### src/rtl/ycr_dmem_rt_pkg.sv
// ycr_dmem_rt_pkg: memory-interface enums, tag sizing and the address-decode priority helper for the DMEM router
package ycr_dmem_rt_pkg;
  typedef enum logic [1:0] {
    YCR_MEM_RESP_NOTRDY = 2'b00,
    YCR_MEM_RESP_RDY_OK = 2'b01,
    YCR_MEM_RESP_RDY_ER = 2'b10
  } type_ycr_mem_resp_e;
  localparam int RT_MAX_PORTS = 8;
  localparam int RT_TAG_MAX_W = $clog2(RT_MAX_PORTS + 1);
  typedef logic [RT_TAG_MAX_W-1:0] rt_tag_t;
  // Lowest-index hit wins; a miss yields port 0, or the LOCAL tag (== nports) when decode errors are enabled.
  function automatic rt_tag_t rt_decode(input logic [RT_MAX_PORTS-1:1] hit, input int nports, input logic local_en);
    rt_decode = local_en ? rt_tag_t'(nports) : '0;
    for (int i = RT_MAX_PORTS - 1; i >= 1; i--)
      if (hit[i]) rt_decode = rt_tag_t'(i);
  endfunction
endpackage

### src/rtl/ycr_dmem_rt_tagfifo.sv
// ycr_dmem_rt_tagfifo: issue-order tag FIFO (push/pop/full/empty/head, simultaneous push+pop when non-empty)
module ycr_dmem_rt_tagfifo #(
  parameter int DEPTH = 2,
  parameter int W     = 3
) (
  input  logic         clk,
  input  logic         rst_n,
  input  logic         push_i,
  input  logic         pop_i,
  input  logic [W-1:0] data_i,
  output logic [W-1:0] head_o,
  output logic         full_o,
  output logic         empty_o
);
  localparam int PW = DEPTH > 1 ? $clog2(DEPTH) : 1;
  localparam int CW = $clog2(DEPTH + 1);
  logic [W-1:0]  mem_q [DEPTH];
  logic [PW-1:0] wr_q, wr_d, rd_q, rd_d;
  logic [CW-1:0] cnt_q, cnt_d;
  function automatic logic [PW-1:0] inc(input logic [PW-1:0] p);
    return p == PW'(DEPTH - 1) ? '0 : p + PW'(1);
  endfunction
  always_comb begin
    wr_d  = push_i ? inc(wr_q) : wr_q;
    rd_d  = pop_i ? inc(rd_q) : rd_q;
    cnt_d = cnt_q + CW'(push_i) - CW'(pop_i);
  end
  always_ff @(posedge clk or negedge rst_n)
    if (!rst_n) begin
      wr_q  <= '0;
      rd_q  <= '0;
      cnt_q <= '0;
    end else begin
      wr_q  <= wr_d;
      rd_q  <= rd_d;
      cnt_q <= cnt_d;
    end
  always_ff @(posedge clk)
    if (push_i) mem_q[wr_q] <= data_i;
  assign head_o  = mem_q[rd_q];
  assign full_o  = cnt_q == CW'(DEPTH);
  assign empty_o = cnt_q == '0;
endmodule

### src/rtl/ycr_dmem_router_np.sv
// ycr_dmem_router_np: N-port DMEM router; address decode, in-order issue gating via tag FIFO, zero-latency response mux
// Ports: clk, rst_n (async active-low); core side dmem_req/ack/cmd/width/addr/wdata/rdata/resp;
// slave side per-port port_req/port_req_ack, broadcast cmd/width/addr/wdata, packed port_rdata/port_resp.
// Build option: define YCR_DMEM_RT_DECERR_EN to answer unmapped addresses locally with RDY_ER instead of routing to port 0.
module ycr_dmem_router_np
  import ycr_dmem_rt_pkg::*;
#(
  parameter int NPORTS = 4,
  parameter int OUTSTD = 2,
  parameter int AW     = 32,
  parameter int DW     = 32,
  parameter logic [NPORTS-1:1][AW-1:0] ADDR_MASK    = {(NPORTS-1){{AW{1'b1}}}},
  parameter logic [NPORTS-1:1][AW-1:0] ADDR_PATTERN = {(NPORTS-1){{AW{1'b1}}}}
) (
  input  logic                 clk,
  input  logic                 rst_n,
  input  logic                 dmem_req,
  output logic                 dmem_req_ack,
  input  logic                 dmem_cmd,
  input  logic [1:0]           dmem_width,
  input  logic [AW-1:0]        dmem_addr,
  input  logic [DW-1:0]        dmem_wdata,
  output logic [DW-1:0]        dmem_rdata,
  output logic [1:0]           dmem_resp,
  output logic [NPORTS-1:0]    port_req,
  input  logic [NPORTS-1:0]    port_req_ack,
  output logic                 port_cmd,
  output logic [1:0]           port_width,
  output logic [AW-1:0]        port_addr,
  output logic [DW-1:0]        port_wdata,
  input  logic [NPORTS*DW-1:0] port_rdata,
  input  logic [NPORTS*2-1:0]  port_resp
);
  localparam int TW = $clog2(NPORTS + 1);
  localparam logic [TW-1:0] TAG_LOCAL = TW'(NPORTS);
`ifdef YCR_DMEM_RT_DECERR_EN
  localparam logic DECERR_EN = 1'b1;
`else
  localparam logic DECERR_EN = 1'b0;
`endif
  logic [RT_MAX_PORTS-1:1] hit;
  logic [TW-1:0]           tag, head, last_sel_q, last_sel_d;
  logic [NPORTS-1:0]       oh;
  logic [DW-1:0]           rdata_sel;
  logic [1:0]              resp_sel;
  logic                    full, empty, issue, push, pop, head_local;
  always_comb begin
    hit = '0;
    for (int i = 1; i < NPORTS; i++)
      hit[i] = (dmem_addr & ADDR_MASK[i]) == ADDR_PATTERN[i];
    tag = TW'(rt_decode(hit, NPORTS, DECERR_EN));
  end
  // A port change waits for the FIFO to drain so responses can never return out of order.
  always_comb begin
    oh = '0;
    for (int i = 0; i < NPORTS; i++)
      oh[i] = tag == TW'(i);
    issue        = empty | (~full & (tag == last_sel_q));
    port_req     = (issue & dmem_req) ? oh : '0;
    dmem_req_ack = dmem_req & issue & ((tag == TAG_LOCAL) | |(port_req_ack & oh));
    push         = dmem_req_ack;
    last_sel_d   = push ? tag : last_sel_q;
  end
  always_comb begin
    rdata_sel = '0;
    resp_sel  = YCR_MEM_RESP_NOTRDY;
    for (int i = 0; i < NPORTS; i++)
      if (head == TW'(i)) begin
        rdata_sel = port_rdata[i*DW +: DW];
        resp_sel  = port_resp[i*2 +: 2];
      end
    head_local = head == TAG_LOCAL;
    dmem_resp  = empty ? YCR_MEM_RESP_NOTRDY : head_local ? YCR_MEM_RESP_RDY_ER : resp_sel;
    dmem_rdata = (empty | head_local) ? '0 : rdata_sel;
    pop        = dmem_resp != YCR_MEM_RESP_NOTRDY;
  end
  always_ff @(posedge clk or negedge rst_n)
    if (!rst_n) last_sel_q <= '0;
    else last_sel_q <= last_sel_d;
  ycr_dmem_rt_tagfifo #(.DEPTH(OUTSTD), .W(TW)) u_fifo (
    .clk    (clk),
    .rst_n  (rst_n),
    .push_i (push),
    .pop_i  (pop),
    .data_i (tag),
    .head_o (head),
    .full_o (full),
    .empty_o(empty)
  );
  assign port_cmd   = dmem_cmd;
  assign port_width = dmem_width;
  assign port_addr  = dmem_addr;
  assign port_wdata = dmem_wdata;
endmodule

### config.mk
export PLATFORM = sky130hd
export DESIGN_NAME = ycr_dmem_router_np
export DESIGN_NICKNAME = d
export VERILOG_FILES = /design/src/rtl/ycr_dmem_rt_pkg.sv /design/src/rtl/ycr_dmem_rt_tagfifo.sv /design/src/rtl/ycr_dmem_router_np.sv
export SDC_FILE = /design/constraint.sdc
export NUM_CORES = 1
export LEC_CHECK = 0
export CELL_PAD_IN_SITES_DETAIL_PLACEMENT = 0
export CELL_PAD_IN_SITES_GLOBAL_PLACEMENT = 1
export CORE_AREA = 2 2 126 128
export DETAILED_ROUTE_END_ITERATION = 6
export DIE_AREA = 0 0 128 130
export PLACE_DENSITY = 0.91
export SYNTH_ARGS = -nofsm -noshare
export SYNTH_HDL_FRONTEND = slang
export SYNTH_SLANG_ARGS = --single-unit
### constraint.sdc
create_clock -name clk -period 2 [get_ports clk]
set_input_delay 0.2 -clock clk [delete_from_list [all_inputs] [get_ports clk]]
set_output_delay 0.2 -clock clk [all_outputs]
set_load 0.05 [all_outputs]
Yosys cells after proc, flatten, opt, wreduce, memory -nomap -nowiden
Memory sizes are Yosys's and may differ from the RTL's.
Cells that the tools add are included.

word-level totals
  register bits after elaboration = 7
  memories kept = 1
  output and inout bits = 106
  bits in writable memories = 2

memory list
  name          words  bits a word  read ports  clocked after Yosys merged registers in  write ports  line                       source
  u_fifo.mem_q  2      1            1           0                                        1            ycr_dmem_rt_tagfifo.sv:17  logic [W-1:0] mem_q [DEPTH];

cells by class
  $add $sub $neg = 4
  reductions and logical operators = 5
  equality and inequality tests = 11
  muxes and demuxes = 17
  bitwise gates (word level) = 8

operators by type and width
  operator              count
  $mux 32               5
  $eq 32x32->1 const B  1
  $mux 2                6
  $eq 3x2->1 const B    2
  $logic_not 3->1       2
  $mux 1                5
  $and 4x4->4           1
  $eq 1x2->1 const B    2
  $mux 4                1
  $reduce_or 4->1       1
  $and 1x1->1           3
  $eq 1x3->1            1
  $eq 1x3->1 const B    1
  $eq 3x1->1 const B    1
  $eq 3x3->1 const B    1
  $or 1x1->1            3
  $add 1x1->1 const B   2
  $add 2x1->2           1
  $eq 2x2->1 const B    1
  $logic_not 2->1       1
  $reduce_bool 2->1     1
  $sub 2x1->2           1
  $eq 1x1->1 const B    1
  $not 1->1             1

Longest topological paths before layout
An unclocked memory read counts as a cell.

  depth in word-level cells = 10
  gate-level depth with buffers = 8
  depth with buffers taken out = 8

Modules after synthesis
A second synthesis with hierarchy kept.

unflattened totals
  cell total of the unflattened synthesis = 282
  area total of the unflattened synthesis = 2,129.5 µm²

modules (own cells, without submodules)
  module               area an instance (µm²)  seq. area each (µm²)  instances  cells each
  ycr_dmem_router_np   1,719.1                 25.0                  1          258
  ycr_dmem_rt_tagfifo  410.4                   280.3                 1          24

Worst setup path before layout
OpenSTA, ideal clock, no wires.

  path kind = reg2out
  from = reg u_fifo.rd_q
  to = out dmem_rdata[10]
  cell stages (with the launch flop) = 5
  buffers on the path = 1
  arrival time = 1,964 ps
  slack = -164 ps
  cells stage by stage = dfrtp_1 > mux2i_1 > clkbuf_1 > nand2_1 > a21oi_1

on the way
  cells in the longest elaborated chain, start to end = 7
  elaborated cells on any way between the ends = 12

RTL lines
  item                    line                       source
  start, declared         ycr_dmem_rt_tagfifo.sv:18  logic [PW-1:0] wr_q, wr_d, rd_q, rd_d;
  start signal, assigned  ycr_dmem_rt_tagfifo.sv:35  rd_q <= rd_d;
  $mem_v2 2x1 *           --
  $logic_not 3->1         ycr_dmem_router_np.sv:68   if (head == TW'(i)) begin
  $mux 32 (4 in series)   ycr_dmem_router_np.sv:68
  $mux 32 *               ycr_dmem_router_np.sv:74   dmem_rdata = (empty | head_local) ? '0 : rdata_sel;
  end, declared           ycr_dmem_router_np.sv:23   output logic [DW-1:0] dmem_rdata,

Every way passes the cells marked *; elsewhere a longest branch is shown, timed or not.

Worst setup path in the final report
  from = reg u_fifo.rd_q
  to = reg u_fifo.cnt_q[1]

on the way
  cells in the longest elaborated chain, start to end = 10
  elaborated cells on any way between the ends = 14

RTL lines
  item                    line                       source
  $mem_v2 2x1 *           --
  $logic_not 3->1         ycr_dmem_router_np.sv:68
  $mux 2 (4 in series)    ycr_dmem_router_np.sv:68
  $mux 2 * (2 in series)  ycr_dmem_router_np.sv:73   dmem_resp = empty ? YCR_MEM_RESP_NOTRDY : head_local ? YCR_MEM_RESP_RDY_ER : resp_sel;
  $reduce_bool 2->1 *     ycr_dmem_router_np.sv:75   pop = dmem_resp != YCR_MEM_RESP_NOTRDY;
  $sub 2x1->2 *           ycr_dmem_rt_tagfifo.sv:26  cnt_d = cnt_q + CW'(push_i) - CW'(pop_i);
  net u_fifo.cnt_d[1]     ycr_dmem_rt_tagfifo.sv:19  logic [CW-1:0] cnt_q, cnt_d;
  end signal, assigned    ycr_dmem_rt_tagfifo.sv:36  cnt_q <= cnt_d;
  end, declared           ycr_dmem_rt_tagfifo.sv:19

The timed path passes the listed nets; every way through them passes the cells marked *.
A chain may end at the register's enable or synchronous reset.

==> summary.md <==
| Metric | Value |
|---|---|
| Area share of fa/ha/maj cells after synthesis | between 1.5 and 2% |
| Routed Antenna Nets | 0 |
| I/O Buffers | around 170 |
| Switching share of power | a little over 50% |
| Initial antenna violation count | 0 |
| Avg Vias per Cell | between 3 and 4 |
| Final net count | between 500 and 600 |
| Hold Slack | ~0.22 ns |
| Via count | roughly 2000 |
| GRT Util Overall | a little under 7% |
| First-pass GRT wire length | about 9000 um |
| Clk buf depth | 2 |
| Outcome | finished, final reports clean |
| Die area | 16600 um2 |
| Root Driver | clkbuf_16 |
| Final hold violation count | 0 |
| Synth Register Bits | 7 |
| Overflow left after global routing | 0 |
| Worst EP required | around 2.1 ns |
| Area Overhead vs Synth | 150% |
| HPWL Detailed | 5080 um |
| Startpoint Class | flip-flop |
| Multiplexer share of the synthesized area | roughly 2.1% |
| Clk Latency, worst-skew pair | around 0.23 ns |
| Clk pwr share | between 7 and 8% |
| Worst Path Max Fanout | 2 |
| Slew Limit Fails | 0 |
| Synth Area in Compound Gates | between 10 and 15% |
| Combinational share of power | 86.9% |
| CORE AREA | roughly 15000 um2 |
| Pin count of the biggest net entering global routing | 36 |
| Final WS setup | 0.0783 ns |
| CTS tree | done |
| Largest family of logic cells by synthesized area | buffers and inverters |
| Antenna fix cells | 0 |
| Crit-path cells | buf_6, mux2i_4, nor3_2, nor3_1, buf_4, ha_4, inv_2, ha_2, xnor2_2, xnor2_1 |
| Fraction of registers with async set or reset after synthesis | 71.4% |
| IO Count | 316 |
| Die height | 130 um |
| GR Util met2 | about an eighth |
| Place WS | -0.346 ns |
| Slowest cell delay on critical path | roughly 0.39 ns |
| Clk_skew | around 0.00085 ns |
| Lkg Pwr | about 0.0017 uW |
| Worst setup path category | reg2reg |
| Initial Util | slightly below 10% |
| Psw | around 2300 uW |
| Hold WC Path Type | in2async |
| Final Critical Period | slightly below 2 ns |
| Total CTS buffers | 3 |
| Max_cap viols | 0 |
| Yosys warning count | 0 |
| Drt drc | 0 |
| Clk slew on worst S/H paths | about 0.04 ns |
| Vias in the first global route | around 1800 |
| Synth Flop Type | dfrtp_1 |
| Post-Syn Area | about 1500 um2 |
| Post-synth EDFFs | 2 |
| Critical Path Sink Type | flip-flop |
| GPL Wtd Cong | 0.669 |
| Synth Area in Simple Gates | between 20 and 30% |
| Core Rows | 46 |
| Synth cell types | 29 |
| CP Data Arrival Time | about 2.0 ns |
| Pwr per Cell Area | roughly 1200 nW/um2 |
| Busiest grt layer | met2 |
| GR Layer Usage met3 | 2.17% |
| RSZ-0062 raised after global routing | yes |
| Clock sink count | 7 |
| # setup viols final | 0 |
| 1st-iter DRT viols | 7 |
| Fmax | roughly 520 MHz |
| XOR/XNOR Fraction of Synth Area | roughly 1.8% |
| Met1 GRT Util | 7.07% |
| Fraction of layout cells with a size suffix above 1 | between 40% and 50% |
| Period Utilization, post-route | 96.1% |
| Peak VDD IR | between 0.4 and 0.5 mV |
| Floorplan die width | roughly 130 um |
| Post-Route WL | around 6300 um |
| Slowest cell on crit path | dfrtp_1 |
| Number of fill cells | between 1500 and 2000 |
| Pre-antenna DRT Iters | 4 |
| Total power | around 4500 uW |
| Internal Power | approximately 2200 uW |
| Fin util | around a quarter |
| H-tree levels | 1 |
| Mean routed wirelength per cell | roughly 11 um |
| Sequential Power Share | approximately 5.7% |
| Post-synthesis area per instance | 6.19 um2 |
| Post-Syn Instances | 241 |
| Seq/Total Area, Yosys | 12.4% |
power groups by stage:
stage               Sequential, uW  Combinational, uW  Clock [uW]
floorplan                      237               2180           0
global placement               251               3830           0
detailed placement             253               3840           0
CTS                            252               3860         345
global route                   266               4130         351
finish                         259               3930         336
state kept, by name, indices dropped and copies added (netlist names):
| name | count |
|---|---|
| u_fifo.cnt_q | 2 |
| u_fifo.mem_q | 2 |
| last_sel_q | 1 |
| u_fifo.rd_q | 1 |
| u_fifo.wr_q | 1 |
timing repair:
action,4_1_cts,5_1_grt
buffers inserted,2,3
resized for setup,21,34
pin swaps,8,12
hold buffers,0,0
setup endpoints to repair,38,35
logic make-up after synthesis:
family,after synthesis
adders and majority gates,2
buffers and inverters,82
other,1
and+or+nand+nor,100
muxes,3
AOI/OAI and AO/OA,43
xor gates and xnor gates,3
DFF,7
worst paths after layout:
path / cells after the start / start / endpoint / slack (ns)
min: 1 / rst_n / u_fifo.cnt_q[0] / 0.22
max reg2reg: 10 / u_fifo.rd_q / u_fifo.cnt_q[1] / 0.08
max in group asynchronous: 1 / rst_n / u_fifo.rd_q / 1.56
min reg2reg: 1 / u_fifo.cnt_q[1] / u_fifo.cnt_q[1] / 0.58
min in group clk: 0 / dmem_wdata[21] / port_wdata[21] / 0.40
max: 10 / u_fifo.rd_q / u_fifo.cnt_q[1] / 0.08
per-stage QoR:
step | TNS [ns] | cells | area (um2)
final | 0 | 556 | 3720
after detailed placement | -1.20 | 547 | 3480
after floorplan | 0 | 242 | 1610
after global routing | -0.0446 | 556 | 3720
after CTS | -0.0722 | 553 | 3580
after global placement | -1.44 | 547 | 3480
final cells by class:
class | count | area [um2] | share of cell area (%)
Multi-Input combinational cell | 153 | 960 | 25.8
Tap cell | 192 | 240 | 6.45
Sequential cell | 7 | 185 | 4.97
Timing Repair Buffer | 196 | 2250 | 60.3
Inverter | 4 | 15.0 | 0.403
Clock buffer | 4 | 78.8 | 2.12
synthesized netlist by cell type, types with 2 or more instances:
| library cell | count | share of area (%) |
|---|---|---|
| a21oi_1 | 38 | 13 |
| a31oi_1 | 2 | 0.84 |
| buf_4 | 69 | 35 |
| clkbuf_1 | 8 | 2.0 |
| dfrtp_1 | 5 | 8.4 |
| edfxtp_1 | 2 | 4.0 |
| ha_1 | 2 | 1.7 |
| inv_1 | 4 | 1.0 |
| mux2i_1 | 2 | 1.3 |
| nand2_1 | 75 | 19 |
| nand3_1 | 2 | 0.67 |
| nand4_1 | 9 | 3.8 |
| nor2_1 | 2 | 0.50 |
| nor3_1 | 3 | 1.0 |
| nor4_1 | 2 | 0.84 |
| or4_1 | 2 | 1.0 |
| xnor2_1 | 2 | 1.2 |
routing by layer:
layer	up-vias	routed length (um)
met3	14	553
met5	-	0
met1	893	2170
met4	0	98
li1	975	-
met2	100	3450
layout by cell type (no fill, tap or decap), drive strengths merged, types with 3 or more instances in the layout:
cell type,Yosys,final
nor3,3,3
inv,4,4
nand4,9,9
dlygate4sd2,0,14
or4,3,3
nand2,75,75
clkdlybuf4s50,0,72
dfrtp,5,5
dlymetal6s2s,0,18
clkbuf,8,4
buf,70,92
a21oi,38,38
critical path: cells and delay by family (launching register included):
family | cells | cell delay, ns
adders and majority gates | 2 | 0.43
DFF | 1 | 0.39
xor gates and xnor gates | 2 | 0.25
muxes | 1 | 0.19
and+or+nand+nor | 2 | 0.23
buffers and inverters | 3 | 0.31
No activity file was read; power rests on OpenSTA's default activity.
